[src/rtl/cordic_out_scaler_pkg.sv]
// Shared constants for the CORDIC output scaler.
//   K_Q20     : CORDIC gain compensation K = 0.6072529350 as unsigned Q0.20
//   FRAC_BITS : fractional bits of K_Q20, also the product right-shift
//   RND       : half-LSB added before the shift (round half-up)
//   rec_width : width of one buffered result record {a, b, p, q, angle}
package cordic_out_scaler_pkg;

    localparam int unsigned FRAC_BITS = 20;
    localparam logic [19:0] K_Q20     = 20'h9B74F;  // 636751
    localparam int unsigned RND       = 1 << (FRAC_BITS - 1);
    localparam int unsigned NUM_CH    = 4;          // a, b, p, q

    function automatic int unsigned rec_width(input int unsigned dw, input int unsigned aw);
        return NUM_CH * dw + aw;
    endfunction

endpackage

[src/rtl/cordic_out_scaler_sync_fifo.sv]
// Synchronous FIFO with a registered head.
//   clk, rst   : clock, synchronous active-high reset
//   push, wdata: write one entry (never issued while full)
//   pop        : consume the head; ignored when empty
//   rvalid     : head holds an entry
//   rdata      : head entry, zero when empty
//   count      : number of stored entries
module cordic_out_scaler_sync_fifo #(
    parameter int unsigned Width = 32,
    parameter int unsigned Depth = 4
) (
    input  logic                       clk,
    input  logic                       rst,
    input  logic                       push,
    input  logic [Width-1:0]           wdata,
    input  logic                       pop,
    output logic                       rvalid,
    output logic [Width-1:0]           rdata,
    output logic [$clog2(Depth+1)-1:0] count
);

    localparam int unsigned AddrW = $clog2(Depth);
    localparam int unsigned CntW  = $clog2(Depth + 1);

    logic [Width-1:0] mem_q [Depth];
    logic [Width-1:0] mem_d [Depth];
    logic [AddrW-1:0] wr_ptr_q, wr_ptr_d;
    logic [AddrW-1:0] rd_ptr_q, rd_ptr_d;
    logic [CntW-1:0]  cnt_q, cnt_d;
    logic             pop_ok;

    always_comb begin
        mem_d    = mem_q;
        wr_ptr_d = wr_ptr_q;
        rd_ptr_d = rd_ptr_q;
        cnt_d    = cnt_q;
        pop_ok   = pop && (cnt_q != '0);
        if (push) begin
            mem_d[wr_ptr_q] = wdata;
            wr_ptr_d        = wr_ptr_q + 1'b1;  // power-of-2 depth: wraps naturally
        end
        if (pop_ok) begin
            rd_ptr_d = rd_ptr_q + 1'b1;
        end
        if (push && !pop_ok) begin
            cnt_d = cnt_q + 1'b1;
        end else if (pop_ok && !push) begin
            cnt_d = cnt_q - 1'b1;
        end
    end

    always_ff @(posedge clk) begin
        mem_q <= mem_d;
        if (rst) begin
            wr_ptr_q <= '0;
            rd_ptr_q <= '0;
            cnt_q    <= '0;
        end else begin
            wr_ptr_q <= wr_ptr_d;
            rd_ptr_q <= rd_ptr_d;
            cnt_q    <= cnt_d;
        end
    end

    assign rvalid = (cnt_q != '0);
    assign rdata  = rvalid ? mem_q[rd_ptr_q] : '0;
    assign count  = cnt_q;

    // Upstream credits make a push into a full FIFO impossible.
    a_no_overflow: assert property (@(posedge clk) disable iff (rst)
        !(push && (cnt_q == CntW'(Depth))));

endmodule

[src/rtl/cordic_out_scaler.sv]
// Output stage of the doubly pipelined CORDIC core.
// Follows each legal issue through the core latency with a token shift register, captures
// af/bf/pf/qf and the angle when the token emerges, multiplies by K (two register stages)
// and buffers the result in a FIFO. Issue is throttled by credits: every issued operand
// owns a FIFO slot until its result is popped, so nothing is ever lost.
//   clk, rst          : clock, synchronous active-high reset
//   issue/issue_ready : operands presented to the core / a credit is free
//   af,bf,pf,qf       : raw gain-inflated core outputs, signed Q11.20
//   in_angle          : core output angle, passed through
//   out_valid/ready   : FIFO head handshake
//   out_a..out_q      : scaled results, out_angle: matching angle (all 0 when empty)
//   err_overrun       : sticky, set by an issue while issue_ready is low
//   drop_cnt          : number of such illegal issues, saturating at 255
module cordic_out_scaler
    import cordic_out_scaler_pkg::*;
#(
    parameter int unsigned DW         = 32,
    parameter int unsigned AW         = 32,
    parameter int unsigned PIPE_LAT   = 16,
    parameter int unsigned FIFO_DEPTH = 4
) (
    input  logic          clk,
    input  logic          rst,
    input  logic          issue,
    output logic          issue_ready,
    input  logic [DW-1:0] af,
    input  logic [DW-1:0] bf,
    input  logic [DW-1:0] pf,
    input  logic [DW-1:0] qf,
    input  logic [AW-1:0] in_angle,
    output logic          out_valid,
    input  logic          out_ready,
    output logic [DW-1:0] out_a,
    output logic [DW-1:0] out_b,
    output logic [DW-1:0] out_p,
    output logic [DW-1:0] out_q,
    output logic [AW-1:0] out_angle,
    output logic          err_overrun,
    output logic [7:0]    drop_cnt
);

    localparam int unsigned PW = DW + 21;  // signed DW x unsigned 20-bit product
    localparam int unsigned RW = rec_width(DW, AW);
    localparam int unsigned CW = $clog2(FIFO_DEPTH + 1);

    logic                issue_legal, issue_bad, pop, cap;
    logic [PIPE_LAT-1:0] tok_q, tok_d;
    logic                init_done_q;
    logic [CW-1:0]       used_q, used_d;
    logic                err_q, err_d;
    logic [7:0]          drop_q, drop_d;
    logic                s1_vld_q, s1_vld_d, s2_vld_q, s2_vld_d;
    logic [AW-1:0]       s1_ang_q, s1_ang_d, s2_ang_q, s2_ang_d;
    logic [DW-1:0]       raw    [NUM_CH];
    logic [DW-1:0]       scaled [NUM_CH];
    logic [RW-1:0]       push_data, head_data;
    logic [CW-1:0]       fifo_cnt;

    // issue_ready is held low for one cycle after reset so that it rises the cycle after
    // rst deasserts; it depends only on registered state.
    assign issue_ready = init_done_q && (used_q < CW'(FIFO_DEPTH));
    assign issue_legal = issue && issue_ready;
    assign issue_bad   = issue && !issue_ready;
    assign pop         = out_valid && out_ready;
    assign cap         = tok_q[PIPE_LAT-1];

    assign raw[0] = af;
    assign raw[1] = bf;
    assign raw[2] = pf;
    assign raw[3] = qf;

    always_comb begin
        tok_d    = tok_q << 1;
        tok_d[0] = issue_legal;

        used_d = used_q;
        if (issue_legal && !pop) begin
            used_d = used_q + 1'b1;
        end else if (pop && !issue_legal) begin
            used_d = used_q - 1'b1;
        end

        err_d  = err_q | issue_bad;
        drop_d = (issue_bad && (drop_q != 8'hFF)) ? drop_q + 8'd1 : drop_q;

        s1_vld_d = cap;
        s1_ang_d = in_angle;
        s2_vld_d = s1_vld_q;
        s2_ang_d = s1_ang_q;
    end

    always_ff @(posedge clk) begin
        if (rst) begin
            tok_q       <= '0;
            init_done_q <= 1'b0;
            used_q      <= '0;
            err_q       <= 1'b0;
            drop_q      <= '0;
            s1_vld_q    <= 1'b0;
            s1_ang_q    <= '0;
            s2_vld_q    <= 1'b0;
            s2_ang_q    <= '0;
        end else begin
            tok_q       <= tok_d;
            init_done_q <= 1'b1;
            used_q      <= used_d;
            err_q       <= err_d;
            drop_q      <= drop_d;
            s1_vld_q    <= s1_vld_d;
            s1_ang_q    <= s1_ang_d;
            s2_vld_q    <= s2_vld_d;
            s2_ang_q    <= s2_ang_d;
        end
    end

    // Per channel: stage 1 registers x * K_Q20, stage 2 registers the rounded product.
    // K < 1 so the result always fits back into DW bits.
    for (genvar i = 0; i < NUM_CH; i++) begin : g_ch
        logic signed [PW-1:0] prod_q, prod_d, rnd_sum;
        logic        [DW-1:0] y_q, y_d;

        always_comb begin
            prod_d  = PW'($signed(raw[i])) * $signed(PW'(K_Q20));
            rnd_sum = prod_q + $signed(PW'(RND));
            y_d     = DW'(rnd_sum >>> FRAC_BITS);
        end

        always_ff @(posedge clk) begin
            if (rst) begin
                prod_q <= '0;
                y_q    <= '0;
            end else begin
                prod_q <= prod_d;
                y_q    <= y_d;
            end
        end

        assign scaled[i] = y_q;
    end

    assign push_data = {scaled[0], scaled[1], scaled[2], scaled[3], s2_ang_q};

    cordic_out_scaler_sync_fifo #(
        .Width (RW),
        .Depth (FIFO_DEPTH)
    ) u_fifo (
        .clk    (clk),
        .rst    (rst),
        .push   (s2_vld_q),
        .wdata  (push_data),
        .pop    (pop),
        .rvalid (out_valid),
        .rdata  (head_data),
        .count  (fifo_cnt)
    );

    assign {out_a, out_b, out_p, out_q, out_angle} = head_data;
    assign err_overrun = err_q;
    assign drop_cnt    = drop_q;

    // Every stored entry still holds its credit.
    a_credit_cover: assert property (@(posedge clk) disable iff (rst) fifo_cnt <= used_q);

endmodule
[config.mk]
export PLATFORM = sky130hd
export DESIGN_NAME = cordic_out_scaler
export DESIGN_NICKNAME = d
export VERILOG_FILES = /design/src/rtl/cordic_out_scaler_pkg.sv /design/src/rtl/cordic_out_scaler_sync_fifo.sv /design/src/rtl/cordic_out_scaler.sv
export SDC_FILE = /design/constraint.sdc
export NUM_CORES = 2
export LEC_CHECK = 0
export CAP_MARGIN = 5
export CORE_MARGIN = 1.5
export CORE_UTILIZATION = 50
export DETAILED_ROUTE_END_ITERATION = 7
export GPL_TIMING_DRIVEN = 0
export PLACE_DENSITY = 0.67
export SLEW_MARGIN = 20
export SYNTH_ARGS = -nofsm -noshare
export SYNTH_HDL_FRONTEND = slang
export SYNTH_SLANG_ARGS = --single-unit
[constraint.sdc]
create_clock -name clk -period 11.7 [get_ports clk]
set_input_delay 3.51 -clock clk [delete_from_list [all_inputs] [get_ports clk]]
set_output_delay 3.51 -clock clk [all_outputs]
set_load 0.02 [all_outputs]
==> metrics.txt <==
placeable core region about 0.18 mm²; number of rows created at floorplan 157; Highest Clock Rate slightly below 0.1 GHz; effective utilization at floorplan 0.5034; YS warnings 0; Synth-to-Final Area Change 10.83%; worst flop-to-flop path startpoint u_fifo.count[0]; Distinct cells, synth 83; largest cells by area after synthesis sky130_fd_sc_hd__fa_1, sky130_fd_sc_hd__edfxtp_1, sky130_fd_sc_hd__ha_1; first-pass detailed-route iteration total 5; post-layout instance area 0.1023 mm²; worst hold margin around 0.43 ns; die footprint between 0.15 and 0.2 mm²; fraction of synthesized cell area in xor and xnor cells 0.04642; unrepaired setup endpoints after global routing false; number of post-CTS setup repair buffers 0; cell area after synthesis 0.09226 mm²; syn avg cell area around 11 µm²; CTS tree done; count of hold-fix buffers inserted at cts 0; post-detail-place hpwl 178,800 µm; worst min path class reg -> reg; Hold Path Depth 1; slack of the critical path ~1.4 ns; Placement Cell Area around 0.099 mm²; GR Util All Layers 0.2380; worst-case clock skew between 0.03 and 0.04 ns; main combinational cell family by area after synthesis adder cells; Max Slew Vio Count 0; number of nets in the layout between 10,000 and 15,000; worst reg2reg setup slack 8.12 ns; first-pass GRT wire length roughly 340,000 µm; net count of the mapped netlist about 11,000; aggregate negative setup slack 0 ns; global-route congestion overflow total 0; pin count of the biggest net entering global routing 46; share of synthesized cell area in full adder, half adder and majority cells 0.4242; flops & latches, synth approximately 1,000; insertion delay to the later sink of the worst-skew pair roughly 0.7 ns; maximum clock path buffer count 3; number of buffer cells added on primary ports around 330; Finish-stage setup viols 0; element type at the critical path start input port; detail-routed net length per standard cell ~20 µm; CTS Root Cell sky130_fd_sc_hd__clkbuf_16; Clock Sinks roughly 1,000; classification of the worst setup path in -> reg; Crit Path Max Fanout 11; post_cts resized 0; register area share after synthesis 0.2869; final critical delay including setup and external delays between 10 and 15 ns; worst slack, placed slightly below 0.8 ns; Worst Reg-to-Reg Cells 10; vias in the first global route 62,110; required time worst endpoint roughly 12 ns; simple-gate portion of the synthesized area 0.06545; worst endpoint data arrival time roughly 11 ns; number of H-tree levels 3; number of instances in the synthesized netlist 8,061; biggest area consumer among synthesized cells sky130_fd_sc_hd__fa_1; count of max-cap constraint violations 0; drt via density roughly 5.2; reg-to-reg critical path endpoint u_fifo.count[2]; share of the synthesized area in the top cell type 0.2769; gp weighted congestion about 0.93; overall die height 432.6 µm; initial antenna violation count 11; share of the synthesized area in compound gates (AO/OA/AOI/OAI) 0.05412; Hold Startpoint tok_q[13]; width of the chip approximately 430 µm; Max-slew headroom 0.2595; DRT iter0 DRCs 2,936; type of element capturing the critical path flip-flop; total count of hold-check failures in the final report 0; via count 57,120; share of layout cells above drive strength 1 0.04558; outcome finished, final reports clean; Worst-path clk slew around 0.060 ns; fraction of the cycle the final worst path needs 0.8797; I/O pins ~340; mux share of post-synthesis cell area 0.04016; most used flip-flop cell after synthesis sky130_fd_sc_hd__edfxtp_1; number of flops mapped to enable cells by yosys 640; Worst Hold End tok_q[14]; Post-DRT Antenna Nets 0; Post-Route WL approximately 220,000 µm; share of async-settable or async-resettable flops after synthesis 0; actual transition at the worst max-transition pin between 1 and 1.5 ns; DRC errors left 0; number of clock buffers inserted by TritonCTS 99
## layout make-up
| class | instances | area (µm²) |
|---|---|---|
| clock buffer | 138 | 2724 |
| tap | 2464 | 3083 |
| clock inverter | 50 | 420.4 |
| buffer | 151 | 586.8 |
| sequential | 1002 | 26470 |
| timing repair buffer | 352 | 3739 |
| multi-input combinational | 5025 | 58160 |
| antenna | 3 | 7.507 |
| fill | 15660 | 81020 |
| inverter | 1883 | 7068 |
## cells in the mapped netlist (11+ instances only)
cell,number
sky130_fd_sc_hd__nor2b_1,145
sky130_fd_sc_hd__o21ai_0,152
sky130_fd_sc_hd__edfxtp_1,640
sky130_fd_sc_hd__o21bai_1,25
sky130_fd_sc_hd__nand2b_1,20
sky130_fd_sc_hd__inv_1,1882
sky130_fd_sc_hd__and2_1,178
sky130_fd_sc_hd__clkbuf_1,121
sky130_fd_sc_hd__a21o_1,133
sky130_fd_sc_hd__fa_1,1276
sky130_fd_sc_hd__nand2_1,216
sky130_fd_sc_hd__nand3_1,80
sky130_fd_sc_hd__ha_1,1086
sky130_fd_sc_hd__and4_1,11
sky130_fd_sc_hd__nor3_1,34
sky130_fd_sc_hd__nor2_1,352
sky130_fd_sc_hd__buf_1,23
sky130_fd_sc_hd__mux4_2,160
sky130_fd_sc_hd__xnor2_1,249
sky130_fd_sc_hd__nand4_1,63
sky130_fd_sc_hd__a21oi_1,306
sky130_fd_sc_hd__a31oi_1,28
sky130_fd_sc_hd__xor2_1,240
sky130_fd_sc_hd__o21a_1,30
sky130_fd_sc_hd__and3_1,52
sky130_fd_sc_hd__dfxtp_1,362
sky130_fd_sc_hd__or3_1,28
## cells by family after synthesis
logic type | count (synthesis)
AOI/OAI and AO/OA | 800
buffers and inverters | 2034
adders and majority gates | 2362
DFF | 1002
and+or+nand+nor | 1204
xor gates and xnor gates | 489
muxes | 170
## critical path, cell delays in order
cell and delay, ns:
sky130_fd_sc_hd__clkdlybuf4s50_1 0.83, sky130_fd_sc_hd__ha_1 0.61, sky130_fd_sc_hd__xor2_1 0.18, sky130_fd_sc_hd__ha_1 0.30, sky130_fd_sc_hd__inv_1 0.05, sky130_fd_sc_hd__fa_1 0.50, sky130_fd_sc_hd__inv_1 0.05, sky130_fd_sc_hd__fa_1 0.56
sky130_fd_sc_hd__fa_1 0.47, sky130_fd_sc_hd__fa_1 0.52, sky130_fd_sc_hd__inv_1 0.05, sky130_fd_sc_hd__fa_1 0.47, sky130_fd_sc_hd__inv_1 0.05, sky130_fd_sc_hd__ha_1 0.26, sky130_fd_sc_hd__buf_2 0.18, sky130_fd_sc_hd__nand2_1 0.09
sky130_fd_sc_hd__a2111oi_1 0.53, sky130_fd_sc_hd__nand3_1 0.26, sky130_fd_sc_hd__o41ai_2 0.74, sky130_fd_sc_hd__or3_1 0.26, sky130_fd_sc_hd__a31oi_1 0.10, sky130_fd_sc_hd__xnor2_1 0.17, sky130_fd_sc_hd__nor2_1 0.05
## layout by cell type (no fill, tap or decap), types with 80 or more instances in the layout
master,Yosys,routed
sky130_fd_sc_hd__nand2_1,216,216
sky130_fd_sc_hd__a21o_1,133,133
sky130_fd_sc_hd__nand3_1,80,80
sky130_fd_sc_hd__nor2_1,352,352
sky130_fd_sc_hd__xor2_1,240,240
sky130_fd_sc_hd__ha_1,1086,1086
sky130_fd_sc_hd__a21oi_1,306,306
sky130_fd_sc_hd__fa_1,1276,1276
sky130_fd_sc_hd__clkbuf_16,0,99
sky130_fd_sc_hd__nor2b_1,145,145
sky130_fd_sc_hd__edfxtp_1,640,640
sky130_fd_sc_hd__clkbuf_1,121,143
sky130_fd_sc_hd__clkdlybuf4s50_1,0,329
sky130_fd_sc_hd__inv_1,1882,1880
sky130_fd_sc_hd__and2_1,178,174
sky130_fd_sc_hd__xnor2_1,249,249
sky130_fd_sc_hd__mux4_2,160,160
sky130_fd_sc_hd__dfxtp_1,362,362
sky130_fd_sc_hd__o21ai_0,152,152
## worst max-delay path by stage
stage                start            endpoint  slack (ns)  depth (start not counted)
CTS                  pf[9]  g_ch[2].prod_q[51]        1.47                         23
floorplan           af[31]  g_ch[0].prod_q[49]        2.53                         21
global route         pf[9]  g_ch[2].prod_q[47]        1.11                         22
finish               pf[9]  g_ch[2].prod_q[51]        1.41                         23
detailed placement   pf[9]  g_ch[2].prod_q[51]        0.78                         23
global placement    bf[31]  g_ch[1].prod_q[48]       -0.42                         20
## flip-flops by register name, summed over array words and instances (netlist names)
register,cells
drop_cnt,8
err_overrun,1
g_ch.prod_q,132
g_ch.y_q,128
init_done_q,1
s1_ang_q,32
s1_vld_q,1
s2_ang_q,32
s2_vld_q,1
tok_q,16
u_fifo.count,3
u_fifo.mem_q,640
u_fifo.rd_ptr_q,2
u_fifo.wr_ptr_q,2
used_q,3
## metrics by stage
| stage | utilization | std cells |
|---|---|---|
| after detailed placement | 0.5407 | 10880 |
| after floorplan | - | 8061 |
| after CTS | 0.5579 | 11070 |
| after global placement | 0.5384 | 10860 |
| final | 0.5579 | 11070 |
| after global routing | 0.5579 | 11070 |
## layer usage
| metal | wire [µm] | track usage |
|---|---|---|
| met5 | 0 | 0 |
| met3 | 7435 | 0.02582 |
| met4 | 8353 | 0.08520 |
| met1 | 93400 | 0.3116 |
| met2 | 107300 | 0.4095 |
Power is not shown: default switching activity piles up to over one toggle a cycle in this logic, so the estimate is an artifact.
